### src/rtl/sha256_msg_loader.sv
// Packs a byte stream into one FIPS 180-4 padded 512-bit block and writes it as 16
// big-endian words to data memory, holding the core in reset until the block is complete.
module sha256_msg_loader #(
   parameter int BASE_ADDR = 100,
   parameter int ADDR_W    = 10
) (
   input  logic              clk,
   input  logic              reset,
   input  logic              in_valid,
   input  logic [7:0]        in_data,
   input  logic              in_last,
   output logic              in_ready,
   output logic              mem_we,
   output logic [ADDR_W-1:0] mem_addr,
   output logic [31:0]       mem_wdata,
   output logic              done,
   output logic              err,
   output logic              core_reset_n
);

   typedef enum logic [2:0] {
      S_ACCEPT, S_FLUSH, S_PAD, S_ZERO, S_LEN, S_DONE, S_ERR
   } state_t;

   state_t            r_state, w_state_next;
   logic [5:0]        r_len, w_len_next;
   logic [31:0]       r_word, w_word_next;
   logic [3:0]        r_widx, w_widx_next;
   logic              r_in_ready;
   logic              r_mem_we, w_we_next;
   logic [ADDR_W-1:0] r_mem_addr, w_addr_next;
   logic [31:0]       r_mem_wdata, w_wdata_next;
   logic              r_done, w_done_next;
   logic              r_err, w_err_next;
   logic              r_core_reset_n, w_crn_next;

   logic              w_accept;
   logic [1:0]        w_lane;
   logic [31:0]       w_word_acc;
   logic [31:0]       w_pad_bit;
   logic [ADDR_W-1:0] w_cur_addr;

   assign w_accept   = in_valid & r_in_ready & (r_state == S_ACCEPT);
   assign w_lane     = r_len[1:0];
   assign w_cur_addr = ADDR_W'(BASE_ADDR) + {{(ADDR_W-4){1'b0}}, r_widx};

   // Unfilled lanes of r_word are always zero, so OR-ing in the pad marker is enough.
   always_comb begin
      w_word_acc = r_word;
      w_pad_bit  = 32'h0;
      case (w_lane)
         2'd0: begin w_word_acc[31:24] = in_data; w_pad_bit = 32'h0080_0000; end
         2'd1: begin w_word_acc[23:16] = in_data; w_pad_bit = 32'h0000_8000; end
         2'd2: begin w_word_acc[15:8]  = in_data; w_pad_bit = 32'h0000_0080; end
         default: w_word_acc[7:0] = in_data;
      endcase
   end

   // Output registers carry the action of the state being entered.
   always_comb begin
      w_state_next = r_state;
      w_len_next   = r_len;
      w_word_next  = r_word;
      w_widx_next  = r_widx;
      w_we_next    = 1'b0;
      w_addr_next  = r_mem_addr;
      w_wdata_next = r_mem_wdata;
      w_done_next  = 1'b0;
      w_err_next   = 1'b0;
      w_crn_next   = 1'b0;
      case (r_state)
         S_ACCEPT: begin
            if (w_accept) begin
               w_len_next  = 6'(r_len + 6'd1);
               w_word_next = w_word_acc;
               if (in_last) begin
                  w_we_next    = 1'b1;
                  w_addr_next  = w_cur_addr;
                  w_widx_next  = 4'(r_widx + 4'd1);
                  w_word_next  = 32'h0;
                  if (w_lane == 2'd3) begin
                     w_state_next = S_FLUSH;
                     w_wdata_next = w_word_acc;
                  end else begin
                     w_state_next = S_PAD;
                     w_wdata_next = w_word_acc | w_pad_bit;
                  end
               end else if (r_len == 6'd54) begin
                  w_state_next = S_ERR;
                  w_err_next   = 1'b1;
               end else if (w_lane == 2'd3) begin
                  w_we_next    = 1'b1;
                  w_addr_next  = w_cur_addr;
                  w_wdata_next = w_word_acc;
                  w_widx_next  = 4'(r_widx + 4'd1);
                  w_word_next  = 32'h0;
               end
            end
         end
         S_FLUSH: begin
            w_state_next = S_PAD;
            w_we_next    = 1'b1;
            w_addr_next  = w_cur_addr;
            w_wdata_next = 32'h8000_0000;
            w_widx_next  = 4'(r_widx + 4'd1);
         end
         S_PAD, S_ZERO: begin
            w_we_next   = 1'b1;
            w_addr_next = w_cur_addr;
            w_widx_next = 4'(r_widx + 4'd1);
            if (r_widx == 4'd15) begin
               w_state_next = S_LEN;
               w_wdata_next = {23'b0, r_len, 3'b0};
            end else begin
               w_state_next = S_ZERO;
               w_wdata_next = 32'h0;
            end
         end
         S_LEN, S_DONE: begin
            w_state_next = S_DONE;
            w_done_next  = 1'b1;
            w_crn_next   = 1'b1;
         end
         default: begin
            w_state_next = S_ERR;
            w_err_next   = 1'b1;
         end
      endcase
   end

   always_ff @(posedge clk or negedge reset) begin
      if (!reset) begin
         r_state        <= S_ACCEPT;
         r_len          <= 6'd0;
         r_word         <= 32'h0;
         r_widx         <= 4'd0;
         r_in_ready     <= 1'b0;
         r_mem_we       <= 1'b0;
         r_mem_addr     <= '0;
         r_mem_wdata    <= 32'h0;
         r_done         <= 1'b0;
         r_err          <= 1'b0;
         r_core_reset_n <= 1'b0;
      end else begin
         r_state        <= w_state_next;
         r_len          <= w_len_next;
         r_word         <= w_word_next;
         r_widx         <= w_widx_next;
         r_in_ready     <= (w_state_next == S_ACCEPT);
         r_mem_we       <= w_we_next;
         r_mem_addr     <= w_addr_next;
         r_mem_wdata    <= w_wdata_next;
         r_done         <= w_done_next;
         r_err          <= w_err_next;
         r_core_reset_n <= w_crn_next;
      end
   end

   assign in_ready     = r_in_ready;
   assign mem_we       = r_mem_we;
   assign mem_addr     = r_mem_addr;
   assign mem_wdata    = r_mem_wdata;
   assign done         = r_done;
   assign err          = r_err;
   assign core_reset_n = r_core_reset_n;

endmodule

### config.mk
export PLATFORM = sky130hd
export DESIGN_NAME = sha256_msg_loader
export DESIGN_NICKNAME = d
export VERILOG_FILES = /design/src/rtl/sha256_msg_loader.sv
export SDC_FILE = /design/constraint.sdc
export NUM_CORES = 1
export LEC_CHECK = 0
export CAP_MARGIN = 10
export CORE_MARGIN = 2
export CORE_UTILIZATION = 51
export DETAILED_ROUTE_END_ITERATION = 6
export GPL_ROUTABILITY_DRIVEN = 0
export PLACE_DENSITY = 0.8
export RECOVER_POWER = 25
export SLEW_MARGIN = 15
export SYNTH_ARGS = -nofsm -noshare
export SYNTH_HDL_FRONTEND = slang
export SYNTH_SLANG_ARGS = --single-unit
export TNS_END_PERCENT = 1
### constraint.sdc
create_clock -name clk -period 2.3 [get_ports clk]
set_input_delay 0.345 -clock clk [delete_from_list [all_inputs] [get_ports clk]]
set_output_delay 0.345 -clock clk [all_outputs]
set_load 0.02 [all_outputs]
### Word-level counts from Yosys, hierarchy flattened

Cells that the tools add are included.
Widths: inputs -> output; s select.

* latch bits: 0
* input port bits: 12
* RAM bits: 0
* output and inout port bits: 47
* logic and storage cells: 83
* register bits after elaboration: 91
* memories: 0
* bits in read-only memories: 0

* multiply operators: 0
* $add $sub $neg: 3
* reductions and logical operators: 13
* $lt $le $gt $ge: 0
* bitwise gates (word level): 3
* divide/modulo/power cells: 0
* shift operators: 0
* mux-type cells: 41
* equal/unequal tests: 13

Operators with widths (count)
* $mux 32: 8
* $pmux 32 s3: 1
* $pmux 24 s3: 1
* $mux 10: 4
* $mux 8: 4
* $or 32x32->32: 1
* $pmux 10 s2: 1
* $mux 4: 4
* $mux 3: 4
* $pmux 3 s4: 1
* $mux 9: 1
* $add 7x4->8 const A: 1
* $mux 1: 8
* $pmux 4 s2: 1
* $reduce_and 4->1: 2
* $add 6x1->6 const B: 1
* $eq 3x2->1 const B: 2
* $eq 3x3->1 const B: 2
* $eq 6x6->1 const B: 1
* $logic_not 3->1: 2
* $reduce_or 3->1: 2
* $reduce_or 5->1: 1
* $add 4x1->4 const B: 1
* $eq 2x2->1 const B: 2
* 14 further kinds: 17

### Depth between registers and ports, before layout

* word-level depth: 8
* gate-level depth with buffers: 9

### Least setup slack after synthesis

Ideal clock, no wire load.

* path type: reg2reg
* from: register r_len[0]
* to: register r_mem_addr[0], in the netlist mem_addr[0]
* library setup time: 0.125 ns
* period minus slack after synthesis: 1.985 ns
* path buffers: 2
* data arrival time: 1.860 ns
* path slack: 0.315 ns
* cell stages (with the launch flop): 9
* path through: dfrtp_1 -> inv_1 -> ha_1 -> buf_6 -> and4_4 -> a211oi_4 -> nor2_4 -> buf_6 -> mux2_4

* word-level cells in the longest chain between the ends: 3
* elaborated cells between the ends (all ways): 5

RTL lines
* start, declared: RTL line 26 `logic [5:0] r_len, w_len_next;`
* start signal, assigned: RTL line 146 `r_len <= w_len_next;`
* $eq 6x6->1 or $eq 2x2->1 (tied branches): RTL line 88, 91
* $ne 3x3->1 (no line) or $ne 3x2->1 (tied branches)
* $reduce_and 4->1 (no line) *
* end signal, assigned: RTL line 151 `r_mem_addr <= w_addr_next;`
* end, declared: RTL line 31 `logic [ADDR_W-1:0] r_mem_addr, w_addr_next;`

Every way passes the cells marked *; elsewhere a longest branch is shown, timed or not.
A chain may end at the register's enable or synchronous reset.

### Worst setup path in the final report

* from: register r_len[1]
* to: register r_mem_wdata[7], in the netlist mem_wdata[7]

* word-level cells in the longest chain between the ends: 8
* elaborated cells between the ends (all ways): 18

RTL lines
* $eq 2x2->1 (tied with other cells): RTL line 51 `case (w_lane)`
* $reduce_or 3->1 (no line)
* $mux 8: RTL line 51
* $mux 32 or $or 32x32->32 (tied branches): RTL line 91, 86
* $mux 32 (on tied branches): RTL line 88, 81
* $mux 32: RTL line 76 `if (in_last) begin`
* $mux 32: RTL line 73 `if (w_accept) begin`
* $pmux 32 s3: RTL line 71 `case (r_state)`
* end signal, assigned: RTL line 152 `r_mem_wdata <= w_wdata_next;`
* end, declared: RTL line 32 `logic [31:0] r_mem_wdata, w_wdata_next;`

Several ways; a longest one is shown, not always the timed one. The select of a mux whose other input is x is not followed.

==> impl_metrics.toml <==
[drt]
drt-initial-drc-count = 127
first_pass_iters = 4
avgViaCountPerCell = 5.70
postRouteWirelength_mm = 8.64
antenna_left = 0
post_drt_wl_per_cell_um = 17.9
route.detailed.drc = 0
vias = 2759

[layout]
postLayoutCoreUtil_pct = 63.9
areaGrowthSynthToFinish_pct = 21.6
final_cell_area_um2 = 4940
nNetsFinal = 395
drive_gt1_share_pct = 16.8
nFillCells = 600
n_antenna_cell = 0

[pwr]
p_leak_nw = 2.23
ir_drop_mv = 0.422
p_switching_uw = 624
p_clk_share_pct = 40.1
seq_power_share_pct = 56.2
pwr_density_cell_nw_per_um2 = 551
internal_power_mw = 2.10
pwr-share-comb_pct = 3.7
switching_share_pct = 22.9

[placed_design]
hpwl_mm = 6.04
portBuffers = 55
place_area_um2 = 4730

[clocking]
clock_latency_ns = 0.35
cts_buffers = 9
htree_levels = 3
cts.clk_slew.worst_paths_ns = 0.08
cts_sinks = 87
cts_buffer_depth = 2
cts_hold_buffers = 1
cts_resized = 0
cts_tree = "yes"
clockRootBuffer = "clkbuf_8"
post_cts_buffers = 0

[logic_synthesis]
synth-seq-cells = 87
synthArstFlopShare_pct = 100
syn_avg_cell_area_um2 = 12.9
synth_area_um2 = 4060
yosysWarningCount = 0
ys_dominant_reg_cell = "dfrtp_1"
synth_edf_count = 0
synth_top_area_cell = "dfrtp_1"
yosysTopAreaCellShare_pct = 53.6
synthCells = 316
ys_types = 50
ys_seq_area_share_pct = 53.6
synth.area.top_cells = "dfrtp_1, o2bb2ai_1, mux2i_1, a22o_1, mux2_4"

[grt]
grt.overflow.total = 0
grt_max_degree = 41
antenna_found_initial = 0
grt_pass1_vias = 2778
grt_usage_pct = 21.5
grt_pass1_wl_mm = 14.4

[critical_path]
cp_slowest_cell = "dfrtp_1"
crit_chain = "ha_1 > and4_4 > a211oi_4 > nor2_4 > buf_4 > mux2_4"
slowest_delay_ns = 0.50
endpoint_kind = "register"
cp_num_buf_inv = 1
crit_required_ns = 2.53
cp_top_family = "simple AND/OR/NAND/NOR gates"
cp_data_arrival_time_ns = 2.24
start_kind = "register"
path_class = "reg2reg"
worstPathMaxFanout = 9

[floorplanning]
dieWidth_um = 93.3
io-pin-count = 59
rows = 32
start_util_pct = 52.6
die_height_um = 93.3
core_um2 = 7730
fp.dieArea_um2 = 8700

[sta]
max_slew.worst_pin.slew_ns = 1.05
rsz0062_at_grt = "false"
timing.hold.ws_ns = 0.486
timing.fmax_mhz = 498
slew_violations = 0
period_minus_slack_ns = 2.01
max-slew-margin-rel_pct = 30.2
fin_tns_setup_ns = 0
finalSetupViolations = 0
skew_ns = 0.00774
hold_viol = 0
period_share_pct = 87.3

[run]
maxCapViolations = 0

[min_path]
hold_path.class = "reg2reg"

[status]
status = "finished, final reports clean"
[flip-flops by register name, indices dropped and copies added (netlist names)]
register      cells
mem_wdata        32
r_word           32
mem_addr          6
r_len             6
r_widx            4
r_state           3
core_reset_n      1
err               1
in_ready          1
mem_we            1
[placed cells by master (no fill, tap or decap), drive strengths merged, types with 8 or more instances in the layout]
cell type      count
a22o              21
mux2              12
o21ai             13
mux2i             30
nand2             19
dfrtp             87
nor2               8
clkbuf            11
o2bb2ai           37
clkdlybuf4s50     54
buf               19
inv                8
[logic make-up (layout without fill, tap and decap cells)]
kind of cell               after synthesis  count (layout)  synth area share (%)
muxes                                   42              42                  11.6
buffers and inverters                   34              98                  5.24
DFF                                     87              87                  53.6
adders and majority gates                6               6                  1.85
AOI/OAI and AO/OA                       88              88                  18.2
xor gates and xnor gates                 8               8                  1.72
other                                    1               3                0.0923
and+or+nand+nor                         50              50                  7.64
[path summary, 6_finish.rpt]
| kind | slack [ns] | cells past startpoint | endpoint | startpoint |
|---|---|---|---|---|
| min in group asynchronous | 0.72 | 2 | mem_wdata[0] | reset |
| max in group asynchronous | 0.80 | 3 | r_len[5] | reset |
| max reg2reg | 0.29 | 6 | mem_wdata[7] | r_len[1] |
| min | 0.49 | 1 | r_widx[3] | r_widx[3] |
| min reg2reg | 0.49 | 1 | r_widx[3] | r_widx[3] |
| max | 0.29 | 6 | mem_wdata[7] | r_len[1] |
[per-layer routing]
layer | global-route usage (%) | up-vias | wire length (µm)
li1 | - | 1274 | -
met1 | 31.5 | 1412 | 4170
met2 | 32.4 | 65 | 4040
met3 | 3.71 | 8 | 301
met4 | 7.72 | 0 | 122
met5 | 0 | - | 0
[Yosys cell counts, drive strengths merged (2+ instances only)]
library cell	number
a31oi	2
inv	7
nor3	3
o2bb2ai	37
xnor2	6
nor2	8
a2111oi	2
a21oi	4
o21ai	13
xor2	2
nand2	19
nor2b	5
or3	2
buf	26
dfrtp	87
nand2b	4
nand3	3
ha	6
mux2	12
mux2i	30
a22o	21
nand3b	2
[final cells by class]
class                           count  area, µm²  share of cell area [%]
Clock buffer                       10        138                    2.79
Clock inverter                      6       67.6                    1.37
Inverter                            7       26.3                   0.532
Multi-Input combinational cell    197       1680                    34.0
Sequential cell                    87       2180                    44.1
Tap cell                          102        128                    2.58
Timing Repair Buffer               75        723                    14.6
[metrics by stage]
step / power (mW) / worst slack, ns / cells
3_5_place_dp: 1.66 / 0.103 / 467
4_1_cts: 2.74 / 0.283 / 484
5_1_grt: 2.83 / 0.174 / 484
3_3_place_gp: 1.66 / 0.181 / 467
6_report: 2.72 / 0.291 / 484
2_1_floorplan: 1.59 / 0.315 / 318
[power by group through the flow]
stage / Clock [mW] / Combinational (mW) / Sequential, mW
3_3_place_gp: 0 / 0.0985 / 1.56
5_1_grt: 1.19 / 0.112 / 1.53
3_5_place_dp: 0 / 0.100 / 1.56
6_report: 1.09 / 0.100 / 1.53
4_1_cts: 1.11 / 0.103 / 1.53
2_1_floorplan: 0 / 0.0312 / 1.56
(Power assumes the default switching activity.)
